[src/rtl/modexp_sched.sv]
// modexp_sched: round-robin scheduler sharing one modular-exponentiation engine between N requesters
module modexp_sched #(
    parameter int N   = 4,
    parameter int W   = 32,
    parameter int RW  = 64,
    parameter int TMO = 1024
) (
    input  logic            clk,
    input  logic            rst,
    input  logic [N-1:0]    req,
    input  logic [N*W-1:0]  base_i,
    input  logic [N*W-1:0]  exp_i,
    input  logic [N*W-1:0]  mod_i,
    output logic [N-1:0]    ack,
    output logic [N-1:0]    done,
    output logic [N-1:0]    err,
    output logic [RW-1:0]   result,
    output logic            busy,
    output logic            eng_start,
    output logic [W-1:0]    eng_base,
    output logic [W-1:0]    eng_exp,
    output logic [W-1:0]    eng_mod,
    input  logic            eng_done,
    input  logic [RW-1:0]   eng_result
);
    localparam int PW = N > 1 ? $clog2(N) : 1;
    localparam int CW = $clog2(TMO);

    typedef enum logic [2:0] {IDLE, LAUNCH, WAIT, RESP, DRAIN} state_t;

    state_t        state, nxt;
    logic [PW-1:0] ptr, sel, pick, idx;
    logic [CW-1:0] cnt;
    logic [N-1:0]  sel_oh;
    logic          err_q, tmo;

    assign sel_oh    = N'(1) << sel;
    assign tmo       = cnt == CW'(TMO - 1);
    assign ack       = state == LAUNCH ? sel_oh : '0;
    assign done      = state == RESP ? sel_oh : '0;
    assign err       = err_q ? sel_oh : '0;
    assign busy      = state != IDLE;
    assign eng_start = state == LAUNCH;

    // first requester at or after ptr in rotation order; scanning backwards lets the nearest win
    always_comb begin
        pick = '0;
        idx  = '0;
        for (int k = N - 1; k >= 0; k--) begin
            idx = PW'((int'(ptr) + k) % N);
            if (req[idx]) pick = idx;
        end
    end

    // next state; done beats timeout when both land in the same WAIT cycle
    always_comb begin
        nxt = state;
        case (state)
            IDLE:    nxt = |req ? LAUNCH : IDLE;
            LAUNCH:  nxt = WAIT;
            WAIT:    nxt = eng_done ? RESP : tmo ? DRAIN : WAIT;
            RESP:    nxt = IDLE;
            DRAIN:   nxt = eng_done ? IDLE : DRAIN;
            default: nxt = IDLE;
        endcase
    end

    // state, grant pointer, watchdog, latched operands and result
    always_ff @(posedge clk) begin
        if (rst) begin
            state    <= IDLE;
            ptr      <= '0;
            sel      <= '0;
            cnt      <= '0;
            err_q    <= 1'b0;
            result   <= '0;
            eng_base <= '0;
            eng_exp  <= '0;
            eng_mod  <= '0;
        end else begin
            state <= nxt;
            err_q <= state == WAIT && !eng_done && tmo;
            if (state == IDLE && |req) begin
                sel      <= pick;
                ptr      <= pick == PW'(N - 1) ? '0 : pick + 1'b1;
                eng_base <= base_i[int'(pick) * W +: W];
                eng_exp  <= exp_i[int'(pick) * W +: W];
                eng_mod  <= mod_i[int'(pick) * W +: W];
            end
            if (state == LAUNCH)
                cnt <= '0;
            else if (state == WAIT && !eng_done && !tmo)
                cnt <= cnt + 1'b1;
            if (state == WAIT && eng_done)
                result <= eng_result;
        end
    end
endmodule

[config.mk]
export PLATFORM = sky130hd
export DESIGN_NAME = modexp_sched
export DESIGN_NICKNAME = d
export VERILOG_FILES = /design/src/rtl/modexp_sched.sv
export SDC_FILE = /design/constraint.sdc
export NUM_CORES = 1
export LEC_CHECK = 0
export BUFFER_PORTS_ARGS = -buffer_cell sky130_fd_sc_hd__buf_2
export CAP_MARGIN = 0
export CORE_AREA = 2 2 242 244
export CTS_CLUSTER_SIZE = 16
export DETAILED_ROUTE_END_ITERATION = 7
export DIE_AREA = 0 0 244 246
export PLACE_DENSITY = 0.46
export SYNTH_ARGS = -nofsm -noshare
export SYNTH_HDL_FRONTEND = slang
export SYNTH_SLANG_ARGS = --single-unit
export TNS_END_PERCENT = 30
[constraint.sdc]
create_clock -name clk -period 1.9 [get_ports clk]
set_clock_uncertainty 0.1 [all_clocks]
set_input_delay 0 -clock clk [delete_from_list [all_inputs] [get_ports clk]]
set_output_delay 0 -clock clk [all_outputs]
set_load 0.02 [all_outputs]
==> flow_summary.toml <==
[outcome]
outcome = "complete, but fails checks"
violations = "negative setup slack"

[critical_path]
crit_fanout = 8
reg2reg_depth = 5
r2r-start = "state[0]"
crit_start = "state[0]"
crit_type = "reg2reg"
worstPathArrival_ps = 2290
reg2reg_to = "eng_exp[19]"
critPathCaptureType = "register"
worstPathRequired_ps = 2200
ff2ff_setup_slack_ps = -90
start_kind = "register"

[clocking]
insertion_delay_ps = 480
cts_made_buffers = 17
clk_path_buf_depth = 2
cts_sinks = 178
cts_root_buffer = "clkbuf_16"
htreeDepth = 4
cts_tree = "done"
clkTransAtPathRegs_ps = 70

[sta]
hold_viol_final = 0
rsz0062_at_grt = "yes"
fmax_mhz = 503
timing.final.crit_share = 1.05
max_slew_margin = 0.629
worstMarginPinSlew_ps = 557
layout_setup_ws_ps = -89.4
slew_viol_final = 0
setup_viol = 96
post-route-min-period_ps = 1990

[synth]
ys_ff_latch = 178
synth_warnings = 0
syn_nets = 1387
synth_edf_count = 0
syn_area_um2 = 8710
yosys.area.top_type_share = 0.409
synth_seq_area_share = 0.409
synthTopCellsByArea = "dfxtp_1 (41%), mux2i_1 (22%), nand2_1 (9.9%)"
ys_types = 37
avgSynthCellArea_um2 = 9.35
synth_ff_type = "dfxtp_1"
syn_inst = 931
synth_top_area_cell = "dfxtp_1"
async_flop_share = 0

[power]
power_uw = 14300
ir_drop_v = 0.000624
p_leak_uw = 0.00857
cellPowerDensity_nw_per_um2 = 740

[finish]
nNetsFinal = 2498
drive_above_1_share = 0.429
final_cell_count_no_fill = 2834
regArea_um2 = 3570
fillCellCount = 5702
area_growth_syn_to_layout_pct = 122
final_common_cell = "buf_2"
final_cell_mix = "buf_2 (627), dlygate4sd3_1 (451), nand2_1 (228)"
multi_input_area_um2 = 5320

[floorplanning]
die_y_um = 246
core_um2 = 57400
rows = 88
io_pins = 629
die_area_um2 = 60000
initial_core_util = 0.152
die_x_um = 244

[min_path]
hold_depth = 6
min_path_type = "in2reg"
hold_end = "ptr[0]"
hp-start = "req[1]"

[route]
wl_per_cell_um = 17.6
ant_nets = 0
vias_per_cell = 4.17
vias = 11800
drt_iter0_markers = 404
post-route-drc-count = 0
wl_mm = 49.8
drtPass1Iterations = 4

[global_routing]
grt_max_degree = 65
overflow = 0
grt_pass1_wl_mm = 72.3
antenna_found_initial = 9
grt_pass1_vias = 13000
grt_use_total = 0.156

[flow_run]
drv_cap = 0

[placement]
portBuffers = 628
gp_congestion = 0.856
dpl.hpwl_mm = 30.7
dp_cells = 2317
[per-stage QoR]
step           instance area, um^2  setup TNS [ps]  hold slack [ps]  utilization  setup WS [ps]
2_1_floorplan                 8720          -10350            -23.3            -           -151
3_3_place_gp                 13200            -813              140        0.230          -75.1
3_5_place_dp                 13200           -3510              147        0.230          -78.5
4_1_cts                      18900           -2840             6.50        0.330          -61.8
5_1_grt                      19300           -9680             77.6        0.336           -141
6_report                     19300           -5010             85.9        0.336          -89.4
[critical path, stage by stage, from the launching register on]
cell and delay (ps):
dfxtp_2 330, or3_4 390, or4_4 520, buf_12 190, clkbuf_16 200, o221ai_2 160
[worst max-delay path by stage]
stage	endpoint	slack [ps]	cells after the start
floorplan	eng_base[0]	-150	7
global placement	cnt[1]	-80	5
detailed placement	eng_base[25]	-80	7
CTS	eng_mod[21]	-60	7
global route	eng_exp[19]	-140	5
finish	eng_exp[19]	-90	5
[synthesized netlist by cell type, drive strengths merged (2+ instances only)]
cell	count
or3	2
o221ai	96
nor3	4
inv	6
a211oi	3
clkbuf	45
nand3b	2
mux2i	195
o21ai	2
and3	4
nand2b	6
buf	31
xnor2	2
nand2	230
xor2	8
nand4	5
nor2	29
nor4	3
a21oi	70
dfxtp	178
[repair_timing]
action                                  CTS  global route
hold buffers                            451             0
pin swaps                                37            48
hold endpoints to repair                172             0
gates resized for setup                  71            41
endpoints found under the setup margin  104            97
gates cloned                              8             5
setup buffers                             4             4
[layer usage]
layer | vias up | part of all wire | track usage | wire length, um
met4 | 0 | 0.040 | 0.0855 | 1990
li1 | 5597 | - | - | -
met2 | 673 | 0.50 | 0.279 | 25000
met1 | 5405 | 0.37 | 0.158 | 18600
met5 | - | 0 | 0 | 0
met3 | 152 | 0.084 | 0.0564 | 4210
[layout make-up]
| cell class | instances | share of cell area |
|---|---|---|
| Timing Repair Buffer | 1167 | 0.456 |
| Multi-Input combinational cell | 672 | 0.276 |
| Sequential cell | 178 | 0.185 |
| Tap cell | 765 | 0.0496 |
| Clock buffer | 18 | 0.0223 |
| Clock inverter | 14 | 0.00856 |
| Antenna cell | 14 | 0.00182 |
| Inverter | 6 | 0.00117 |
[power by group]
| part | internal (uW) | leakage, uW | switching, uW |
|---|---|---|---|
| Combinational | 2970 | 0.00684 | 3080 |
| Sequential | 4250 | 0.00146 | 311 |
| Clock | 1870 | 0.000281 | 1790 |
| Total | 9080 | 0.00857 | 5180 |
[cell families (layout without fill, tap and decap cells)]
| family | after synthesis | in the layout | share of synthesized area |
|---|---|---|---|
| other | 0 | 14 | 0 |
| adder cells (fa/ha/maj) | 1 | 1 | 0.00144 |
| multiplexers | 195 | 195 | 0.224 |
| AO/OA/AOI/OAI | 174 | 175 | 0.176 |
| XOR/XNOR | 10 | 10 | 0.0101 |
| buffers and inverters | 82 | 1205 | 0.0435 |
| flip-flops | 178 | 178 | 0.409 |
| AND/OR/NAND/NOR | 291 | 291 | 0.136 |
[sequential cells by signal, indices dropped and copies added (netlist names)]
| name | cells |
|---|---|
| eng_mod | 32 |
| eng_base | 32 |
| sel | 2 |
| cnt | 10 |
| err_q | 1 |
| ptr | 2 |
| eng_exp | 32 |
| result | 64 |
| state | 3 |
Note: power is estimated with default switching activity, not from simulation.
